===== config.mk =====
export PLATFORM = sky130hd
export DESIGN_NAME = hs_ram_arbiter_flat
export DESIGN_NICKNAME = d
export VERILOG_FILES = /design/src/rtl/hs_ram_arbiter_if.sv /design/src/rtl/hs_ram_arbiter.sv /design/src/flat_wrapper.sv
export SDC_FILE = /design/constraint.sdc
export NUM_CORES = 1
export LEC_CHECK = 0
export CORE_MARGIN = 4
export CORE_UTILIZATION = 24
export DETAILED_ROUTE_END_ITERATION = 8
export GPL_TIMING_DRIVEN = 0
export PLACE_DENSITY = 0.58
export SLEW_MARGIN = 15
export SYNTH_ARGS = -nofsm -noshare
export SYNTH_HDL_FRONTEND = slang
export SYNTH_SLANG_ARGS = --single-unit

===== constraint.sdc =====
create_clock -name clk -period 1.8 [get_ports clk]
set_input_delay 0.36 -clock clk [delete_from_list [all_inputs] [get_ports clk]]
set_output_delay 0.36 -clock clk [all_outputs]
set_load 0.1 [all_outputs]

===== src/rtl/hs_ram_arbiter_if.sv =====
// hs_ram_arbiter_if
//   Bundles the hiscore engine, pause block, CPU and work-RAM signals that meet
//   at hs_ram_arbiter.
//   slave  : the arbiter's view. Requests, CPU bus and RAM read data come in.
//            Grant, pause request, RAM bus, read data and error go out.
//   master : the surrounding system's view (the reverse directions).
interface hs_ram_arbiter_if #(
  parameter int AW = 12
);
  logic          hs_req;
  logic [AW-1:0] hs_addr;
  logic [7:0]    hs_wdata;
  logic          hs_we;
  logic [7:0]    hs_rdata;
  logic          hs_grant;
  logic          pause_req;
  logic          cpu_paused;
  logic [AW-1:0] cpu_addr;
  logic [7:0]    cpu_wdata;
  logic          cpu_we;
  logic [AW-1:0] ram_addr;
  logic [7:0]    ram_wdata;
  logic          ram_we;
  logic [7:0]    ram_rdata;
  logic          timeout_err;

  modport slave (
    input  hs_req, hs_addr, hs_wdata, hs_we, cpu_paused,
           cpu_addr, cpu_wdata, cpu_we, ram_rdata,
    output hs_rdata, hs_grant, pause_req, ram_addr, ram_wdata, ram_we,
           timeout_err
  );

  modport master (
    output hs_req, hs_addr, hs_wdata, hs_we, cpu_paused,
           cpu_addr, cpu_wdata, cpu_we, ram_rdata,
    input  hs_rdata, hs_grant, pause_req, ram_addr, ram_wdata, ram_we,
           timeout_err
  );
endinterface


===== src/rtl/hs_ram_arbiter.sv =====
// hs_ram_arbiter
//   Time-shares the work-RAM port between the CPU and the hiscore engine.
//   A hiscore request pauses the CPU. The block waits for pause confirmation
//   and then for SETTLE ce ticks. After that the RAM port belongs to the
//   hiscore engine. When the request drops, the port returns to the CPU and
//   the pause is released on the next ce tick.
// Ports
//   clk   : system clock (clk_sys domain)
//   reset : asynchronous, active-high
//   ce    : clock enable used for the settle and release timing
//   bus   : hs_ram_arbiter_if.slave (hiscore, pause, CPU and RAM signals)
// Parameters
//   AW      : RAM address width
//   SETTLE  : ce ticks between confirmed pause and grant (1..15)
//   TIMEOUT : clk cycles to wait for pause confirmation (>= 2)
module hs_ram_arbiter #(
  parameter int AW      = 12,
  parameter int SETTLE  = 4,
  parameter int TIMEOUT = 4096
) (
  input logic            clk,
  input logic            reset,
  input logic            ce,
  hs_ram_arbiter_if.slave bus
);
  localparam int TW = $clog2(TIMEOUT);

  typedef enum logic [2:0] {
    S_IDLE, S_WAIT_PAUSE, S_SETTLE, S_GRANT, S_RELEASE
  } state_t;

  state_t        state;
  logic          owner;
  logic          pause_req;
  logic          hs_grant;
  logic          timeout_err;
  logic [TW-1:0] tcnt;
  logic [3:0]    scnt;
  logic [7:0]    hs_rdata;
  logic [AW-1:0] addr_mux;

  // owner is a register, so the RAM mux changes only on a clock edge.
  // An async reset clears it immediately.
  assign addr_mux        = owner ? bus.hs_addr  : bus.cpu_addr;
  assign bus.ram_addr    = addr_mux;
  assign bus.ram_wdata   = owner ? bus.hs_wdata : bus.cpu_wdata;
  assign bus.ram_we      = owner ? bus.hs_we    : bus.cpu_we;
  assign bus.hs_grant    = hs_grant;
  assign bus.pause_req   = pause_req;
  assign bus.timeout_err = timeout_err;
  assign bus.hs_rdata    = hs_rdata;

  always_ff @(posedge clk or posedge reset) begin
    if (reset) begin
      state       <= S_IDLE;
      owner       <= 1'b0;
      pause_req   <= 1'b0;
      hs_grant    <= 1'b0;
      timeout_err <= 1'b0;
      tcnt        <= '0;
      scnt        <= '0;
    end else begin
      case (state)
        S_IDLE: begin
          owner     <= 1'b0;
          pause_req <= 1'b0;
          if (bus.hs_req) begin
            state     <= S_WAIT_PAUSE;
            pause_req <= 1'b1;
            tcnt      <= '0;
          end
        end
        S_WAIT_PAUSE: begin
          if (!bus.hs_req) begin
            state <= S_RELEASE;
          end else if (bus.cpu_paused) begin
            state <= S_SETTLE;
            scnt  <= 4'(SETTLE);
          end else if (tcnt == TW'(TIMEOUT - 1)) begin
            // The pause block never confirmed. Give up and flag it.
            timeout_err <= 1'b1;
            pause_req   <= 1'b0;
            state       <= S_IDLE;
          end else begin
            tcnt <= tcnt + TW'(1);
          end
        end
        S_SETTLE: begin
          if (!bus.hs_req) begin
            state <= S_RELEASE;
          end else if (!bus.cpu_paused) begin
            // The timeout budget continues from where it stopped.
            state <= S_WAIT_PAUSE;
          end else if (ce) begin
            if (scnt == 4'd1) begin
              state    <= S_GRANT;
              owner    <= 1'b1;
              hs_grant <= 1'b1;
            end else begin
              scnt <= scnt - 4'd1;
            end
          end
        end
        S_GRANT: begin
          if (!bus.hs_req) begin
            state    <= S_RELEASE;
            owner    <= 1'b0;
            hs_grant <= 1'b0;
          end
        end
        S_RELEASE: begin
          // The CPU already owns the port. The pause is held until the next
          // ce tick, so it always drops after ownership has returned.
          if (ce) begin
            pause_req <= 1'b0;
            state     <= S_IDLE;
          end
        end
        default: begin
          state     <= S_IDLE;
          owner     <= 1'b0;
          pause_req <= 1'b0;
          hs_grant  <= 1'b0;
        end
      endcase
    end
  end

  // Read data is captured only while hiscore owns the port, so the CPU's
  // traffic never disturbs the last value the engine read.
  always_ff @(posedge clk or posedge reset) begin
    if (reset)      hs_rdata <= 8'h00;
    else if (owner) hs_rdata <= bus.ram_rdata;
  end
endmodule

===== src/flat_wrapper.sv =====
// flat-port wrapper written by rule: the top's interface ports become plain ports
module hs_ram_arbiter_flat 
#(
  parameter int AW      = 12,
  parameter int SETTLE  = 4,
  parameter int TIMEOUT = 4096
)
  (clk, reset, ce, bus_hs_req, bus_hs_addr, bus_hs_wdata, bus_hs_we, bus_cpu_paused, bus_cpu_addr, bus_cpu_wdata, bus_cpu_we, bus_ram_rdata, bus_hs_rdata, bus_hs_grant, bus_pause_req, bus_ram_addr, bus_ram_wdata, bus_ram_we, bus_timeout_err);
  hs_ram_arbiter_if #(.AW(AW)) bus_i ();
  input logic clk;
  input logic reset;
  input logic ce;
  input wire logic [$bits(bus_i.hs_req)-1:0] bus_hs_req;
  input wire logic [$bits(bus_i.hs_addr)-1:0] bus_hs_addr;
  input wire logic [$bits(bus_i.hs_wdata)-1:0] bus_hs_wdata;
  input wire logic [$bits(bus_i.hs_we)-1:0] bus_hs_we;
  input wire logic [$bits(bus_i.cpu_paused)-1:0] bus_cpu_paused;
  input wire logic [$bits(bus_i.cpu_addr)-1:0] bus_cpu_addr;
  input wire logic [$bits(bus_i.cpu_wdata)-1:0] bus_cpu_wdata;
  input wire logic [$bits(bus_i.cpu_we)-1:0] bus_cpu_we;
  input wire logic [$bits(bus_i.ram_rdata)-1:0] bus_ram_rdata;
  output wire logic [$bits(bus_i.hs_rdata)-1:0] bus_hs_rdata;
  output wire logic [$bits(bus_i.hs_grant)-1:0] bus_hs_grant;
  output wire logic [$bits(bus_i.pause_req)-1:0] bus_pause_req;
  output wire logic [$bits(bus_i.ram_addr)-1:0] bus_ram_addr;
  output wire logic [$bits(bus_i.ram_wdata)-1:0] bus_ram_wdata;
  output wire logic [$bits(bus_i.ram_we)-1:0] bus_ram_we;
  output wire logic [$bits(bus_i.timeout_err)-1:0] bus_timeout_err;
  assign bus_i.hs_req = bus_hs_req;
  assign bus_i.hs_addr = bus_hs_addr;
  assign bus_i.hs_wdata = bus_hs_wdata;
  assign bus_i.hs_we = bus_hs_we;
  assign bus_i.cpu_paused = bus_cpu_paused;
  assign bus_i.cpu_addr = bus_cpu_addr;
  assign bus_i.cpu_wdata = bus_cpu_wdata;
  assign bus_i.cpu_we = bus_cpu_we;
  assign bus_i.ram_rdata = bus_ram_rdata;
  assign bus_hs_rdata = bus_i.hs_rdata;
  assign bus_hs_grant = bus_i.hs_grant;
  assign bus_pause_req = bus_i.pause_req;
  assign bus_ram_addr = bus_i.ram_addr;
  assign bus_ram_wdata = bus_i.ram_wdata;
  assign bus_ram_we = bus_i.ram_we;
  assign bus_timeout_err = bus_i.timeout_err;
  hs_ram_arbiter #(.AW(AW), .SETTLE(SETTLE), .TIMEOUT(TIMEOUT)) u_core (.clk(clk), .reset(reset), .ce(ce), .bus(bus_i));
endmodule

==> results.py, run 1 <==
metrics = {
    "timing": {
        "slew_viol_final": 0,
        "setup_viol": 0,
        "maxClockFrequency_mhz": 569,
        "fin_crit_ns": 1.76,
        "worst_pin_slew_ns": 0.662,
        "rsz0062_at_grt": "true",
        "hold_viol_final": 0,
        "skew_ns": 0.00849,
        "maxSlewHeadroom_pct": 55.8,
        "fin_hold_ws_ns": 0.470,
        "tns_ns": 0,
        "finalCritPeriodShare_pct": 97.7,
    },
    "worst_setup_path": {
        "cp_slowest_cell": "dfrtp_2",
        "slowest_delay_ns": 0.42,
        "crit_buf_inv": 2,
        "cp.arrival_ns": 1.40,
        "critPathMaxFanout": 10,
        "critical-path-top-delay-family": "flip-flops",
        "crit_chain": "buf_8, mux2_2, buf_6",
        "crit_path_end_kind": "output port",
        "worst_setup_path_start_kind": "register",
        "worst_ep_required_time_ns": 1.44,
        "worst-setup-path-type": "reg2out",
    },
    "clocking": {
        "tritoncts": "built",
        "max-clock-path-buffers": 2,
        "cts.sinks": 31,
        "insertion_delay_ns": 0.29,
        "clk_pin_slew_ns": 0.07,
        "numCtsBuffers": 5,
        "htreeDepth": 2,
        "cts_root_buf": "clkbuf_8",
    },
    "synth": {
        "syn_nets": 247,
        "yosys-top-cells-count": "dfrtp_1 (31), mux2_2 (29), o21ai_0 (13)",
        "yosysSeqAreaShare_pct": 40.4,
        "synth_seq_cells": 31,
        "synthArstFlopShare_pct": 100,
        "synth_edf_count": 0,
        "mappedNetlistArea_um2": 1920,
        "ys_warn_count": 0,
        "synth.distinct_cells": 49,
        "synth.most_common_cell": "dfrtp_1",
        "synth_area_leaders": "dfrtp_1 (40%), mux2_2 (17%), o21ai_0 (3.4%)",
        "yosysTopAreaCell": "dfrtp_1",
        "syn_inst": 189,
        "ys.flop_type": "dfrtp_1",
        "synth_top_area_share_pct": 40.4,
        "avgSynthCellArea_um2": 10.1,
    },
    "die": {
        "io_pins": 87,
        "die-area_um2": 9490,
        "die_y_um": 97.4,
        "fp.coreArea_um2": 7770,
        "start_util_pct": 24.7,
        "num_rows": 32,
        "die_x_um": 97.4,
    },
    "finish": {
        "drive_gt1_share_pct": 35.5,
        "multiInputGateArea_um2": 1100,
        "seqCellArea_um2": 777,
        "syn_to_final_growth_pct": 66.3,
        "finalNetCount": 347,
        "final_util_pct": 41.1,
        "diodes": 0,
        "fillerInstances": 757,
    },
    "placement": {
        "port_buffers": 86,
        "place_congestion": 0.758,
        "place_hpwl_mm": 4.14,
    },
    "power": {
        "total_power_w": 0.00299,
        "power_density_nw_per_um2": 937,
        "power_leakage_nw": 1.36,
        "vdd_drop_max_v": 0.000809,
    },
    "route": {
        "dr_total_vias": 1855,
        "wire_per_inst_um": 14.4,
        "drt_iter0_markers": 113,
        "drt_first_pass_iters": 4,
        "ant_nets": 0,
        "wirelength_mm": 5.63,
        "drcViolationCount": 0,
        "vias_per_cell": 4.73,
    },
    "flow_run": {
        "drv_cap": 0,
    },
    "global_routing": {
        "grt_util_all_layers_pct": 12.0,
        "antenna_found_initial": 0,
        "grt_max_degree": 32,
        "overflow": 0,
        "grt_pass1_vias": 1809,
        "grt_pass1_wl_mm": 9.38,
    },
    "hold_path": {
        "hold_path_class": "reg2reg",
    },
    "status": {
        "status": "completed",
    },
}
[metal layers]
| layer | track usage (%) | up-vias | share of wire, % |
|---|---|---|---|
| li1 | - | 909 | - |
| met1 | 15.3 | 892 | 44 |
| met2 | 19.9 | 48 | 50 |
| met3 | 3.30 | 6 | 4.9 |
| met4 | 3.83 | 0 | 1.3 |
| met5 | 0 | - | 0 |
[sequential cells by signal, indices dropped and copies added (netlist names)]
name	flops
u_core.owner	1
u_core.bus.hs_rdata	8
u_core.bus.pause_req	1
u_core.bus.hs_grant	1
u_core.scnt	4
u_core.bus.timeout_err	1
u_core.state	3
u_core.tcnt	12
[area by class of cell]
class | count | area share, %
multi-input cells | 143 | 34.6
repair buffers | 94 | 30.2
flip-flops and latches | 31 | 24.4
well taps | 102 | 4.00
clock buffers | 6 | 2.59
plain buffers | 8 | 2.39
clock inverters | 2 | 1.10
inverters | 6 | 0.706
[worst register-to-register path: stages (launching register included)]
cell,delay (ns)
dfrtp_1,0.39
buf_6,0.14
nand2b_4,0.17
or3_4,0.38
or3_1,0.37
a31oi_1,0.18
[through the flow]
step / setup WS [ns] / instances / instance area, um2
after floorplan: 0.166 / 189 / 1920
after global placement: -0.748 / 377 / 2910
after detailed placement: -0.747 / 377 / 2910
after CTS: -0.0741 / 386 / 3090
after global routing: -0.0158 / 392 / 3190
final: 0.0417 / 392 / 3190
[timing repair]
action                     CTS  global route
setup buffers                1             7
hold buffers                 0             0
resized for setup          189            18
hold endpoints to repair     0             0
pin swaps                    0             2
setup endpoints to repair   43            38
[placed cells by master, fill, tap and decap left out, drive strengths merged, types with 5 or more instances in the layout]
master,synthesis,layout
clkdlybuf4s50,0,53
buf,3,35
dfrtp,31,31
mux2,29,29
o21ai,13,13
clkdlybuf4s15,0,11
nand2,11,11
nand3,11,11
clkbuf,6,8
nor3,7,7
nor2,7,7
a31oi,6,6
inv,6,6
or3,6,6
nand4,5,5
o31ai,5,5
[cell families (layout without fill, tap and decap cells)]
kind of cell / after synthesis / count (layout) / synth area share (%)
xor gates and xnor gates: 1 / 1 / 0.457
muxes: 30 / 30 / 17.5
DFF: 31 / 31 / 40.4
adders and majority gates: 3 / 3 / 1.96
AOI/OAI and AO/OA: 42 / 42 / 14.8
buffers and inverters: 15 / 116 / 3.46
and+or+nand+nor: 67 / 67 / 21.3
[final timing paths]
kind / startpoint / to / slack [ns] / depth (start not counted)
max in group asynchronous: reset / u_core.owner / 0.85 / 2
worst min-delay path: u_core.bus.timeout_err / u_core.bus.timeout_err / 0.47 / 1
worst min register to register: u_core.bus.timeout_err / u_core.bus.timeout_err / 0.47 / 1
worst max-delay path: u_core.owner / bus_ram_addr[7] / 0.04 / 3
min in group asynchronous: reset / u_core.bus.hs_rdata[2] / 0.49 / 2
worst max register to register: u_core.state[1] / u_core.tcnt[11] / 0.09 / 5
[where the power goes]
| part | internal (W) | switching, W |
|---|---|---|
| Combinational | 0.000499 | 0.000864 |
| Clock | 0.000448 | 0.000268 |
| Sequential | 0.000812 | 0.0000960 |
| Total | 0.00176 | 0.00123 |
(Power assumes the default switching activity.)
==> run 2: changes to the inputs <==
Settings changed: CORE_UTILIZATION 24 to 25, PLACE_DENSITY 0.58 to 0.6.
==> results.py, run 2 (synthesized netlist as in run 1, its figures left out) <==
metrics = {
    "status": {
        "status": "complete, but fails checks",
        "failed_checks": "negative setup slack",
    },
    "timing": {
        "worst_slack_ns": -0.0175,
        "hold_viol_final": 0,
        "fin_crit_ns": 1.82,
        "finalCritPeriodShare_pct": 101,
        "skew_ns": 0.00742,
        "maxClockFrequency_mhz": 550,
        "setup_viol": 10,
        "slew_viol_final": 0,
        "worst_pin_slew_ns": 0.659,
        "maxSlewHeadroom_pct": 56.0,
        "tns_ns": -0.0582,
        "rsz0062_at_grt": "true",
    },
    "placement": {
        "post-place-ws_ns": -0.773,
        "dp.cells": 374,
        "place_hpwl_mm": 4.26,
        "port_buffers": 86,
        "place_congestion": 0.784,
    },
    "clocking": {
        "numCtsBuffers": 5,
        "insertion_delay_ns": 0.28,
        "cts.sinks": 31,
        "clk_pin_slew_ns": 0.06,
        "tritoncts": "built",
        "postCtsHoldBufs": 0,
        "cts_root_buf": "clkbuf_8",
        "max-clock-path-buffers": 2,
        "htreeDepth": 2,
    },
    "die": {
        "io_pins": 87,
        "die-area_um2": 9140,
        "die_y_um": 95.6,
        "start_util_pct": 26.0,
        "fp.coreArea_um2": 7370,
        "die_x_um": 95.6,
        "num_rows": 31,
    },
    "worst_setup_path": {
        "crit_path_end_kind": "output port",
        "crit_chain": "clkbuf_4, mux2_2, buf_4",
        "critPathMaxFanout": 10,
        "cp_slowest_cell": "dfrtp_1",
        "slowest_delay_ns": 0.36,
        "cp.arrival_ns": 1.46,
        "worst-setup-path-type": "reg2out",
        "worst_ep_required_time_ns": 1.44,
        "worst_setup_path_start_kind": "register",
    },
    "finish": {
        "syn_to_final_growth_pct": 60.1,
        "fin_cells": 386,
        "diodes": 0,
        "finalNetCount": 344,
        "drive_gt1_share_pct": 33.8,
        "fillerInstances": 712,
        "largest_register_ffs": 12,
        "final_cell_mix": "clkdlybuf4s50_1 (52), dfrtp_1 (31), mux2_2 (29)",
        "largestRegisters": "u_core.tcnt x12, u_core.bus.hs_rdata x8, u_core.scnt x4",
        "top_register": "u_core.tcnt",
        "final_common_cell": "clkdlybuf4s50_1",
    },
    "route": {
        "vias_per_cell": 4.71,
        "ant_nets": 0,
        "drcViolationCount": 0,
        "dr_total_vias": 1819,
        "wirelength_mm": 5.60,
        "drt_first_pass_iters": 4,
        "wire_per_inst_um": 14.5,
        "drt_iter0_markers": 59,
    },
    "flow_run": {
        "drv_cap": 0,
    },
    "power": {
        "power_density_nw_per_um2": 949,
        "power_leakage_nw": 1.34,
        "total_power_w": 0.00291,
        "vdd_drop_max_v": 0.000706,
    },
    "global_routing": {
        "grt_util_all_layers_pct": 11.8,
        "grt_pass1_wl_mm": 8.47,
        "antenna_found_initial": 0,
        "grt_pass1_vias": 1751,
        "overflow": 0,
        "grt_max_degree": 32,
    },
    "hold_path": {
        "hold_path_class": "reg2reg",
    },
}
-- run 2: changes by cell type in the layout (fill, tap and decap cells not counted), moves of 2 or more --
| cell | previous run | this run |
|---|---|---|
| clkbuf_4 | 0 | 2 |
| buf_4 | 8 | 23 |
| buf_8 | 4 | 0 |
| buf_6 | 21 | 4 |
-- run 2: critical path, delay by kind of cell (launching register included) --
kind	cells	cell delay (ns)
flops	1	0.36
buf+inv	2	0.45
mux	1	0.36
-- run 2: final cells by class --
| type | instances | area [um2] | area share, % |
|---|---|---|---|
| well taps | 99 | 124 | 4.03 |
| multi-input cells | 143 | 1110 | 36.1 |
| flip-flops and latches | 31 | 776 | 25.3 |
| plain buffers | 9 | 57.6 | 1.87 |
| clock buffers | 6 | 82.6 | 2.69 |
| repair buffers | 90 | 865 | 28.2 |
| clock inverters | 2 | 35.0 | 1.14 |
| inverters | 6 | 22.5 | 0.733 |
-- run 2: worst paths after layout --
check	start	end	slack [ns]	cells after the start
worst max-delay path	u_core.owner	bus_ram_addr[1]	-0.02	3
worst min-delay path	u_core.bus.timeout_err	u_core.bus.timeout_err	0.47	1
worst max register to register	u_core.state[1]	u_core.tcnt[7]	0.09	5
worst min register to register	u_core.bus.timeout_err	u_core.bus.timeout_err	0.47	1
max in group asynchronous	reset	u_core.tcnt[11]	0.87	2
min in group asynchronous	reset	u_core.tcnt[9]	0.49	2
-- run 2: per-stage QoR --
stage,area (um2),hold WS (ns),util (%)
detailed placement,2900,0.460,39.4
global placement,2900,0.452,39.4
global route,3070,0.506,41.7
finish,3070,0.472,41.7
CTS,3020,0.488,40.9
floorplan,1920,0.450,-
-- run 2: repair_timing --
item	4_1_cts	5_1_grt
setup endpoints to repair	44	38
resized for setup	171	11
buffers inserted	1	3
pin swaps	0	1
-- run 2: metal layers --
| layer | GRT usage (%) | vias to the layer above | part of all wire [%] |
|---|---|---|---|
| met5 | 0 | - | 0 |
| met4 | 2.84 | 0 | 0.64 |
| met3 | 2.29 | 2 | 3.9 |
| met2 | 19.8 | 35 | 51 |
| met1 | 15.6 | 876 | 44 |
| li1 | - | 906 | - |
-- run 2: power by group --
part / internal, W / switching, W
Sequential: 0.000812 / 0.0000918
Clock: 0.000448 / 0.000258
Combinational: 0.000459 / 0.000844
Total: 0.00172 / 0.00119
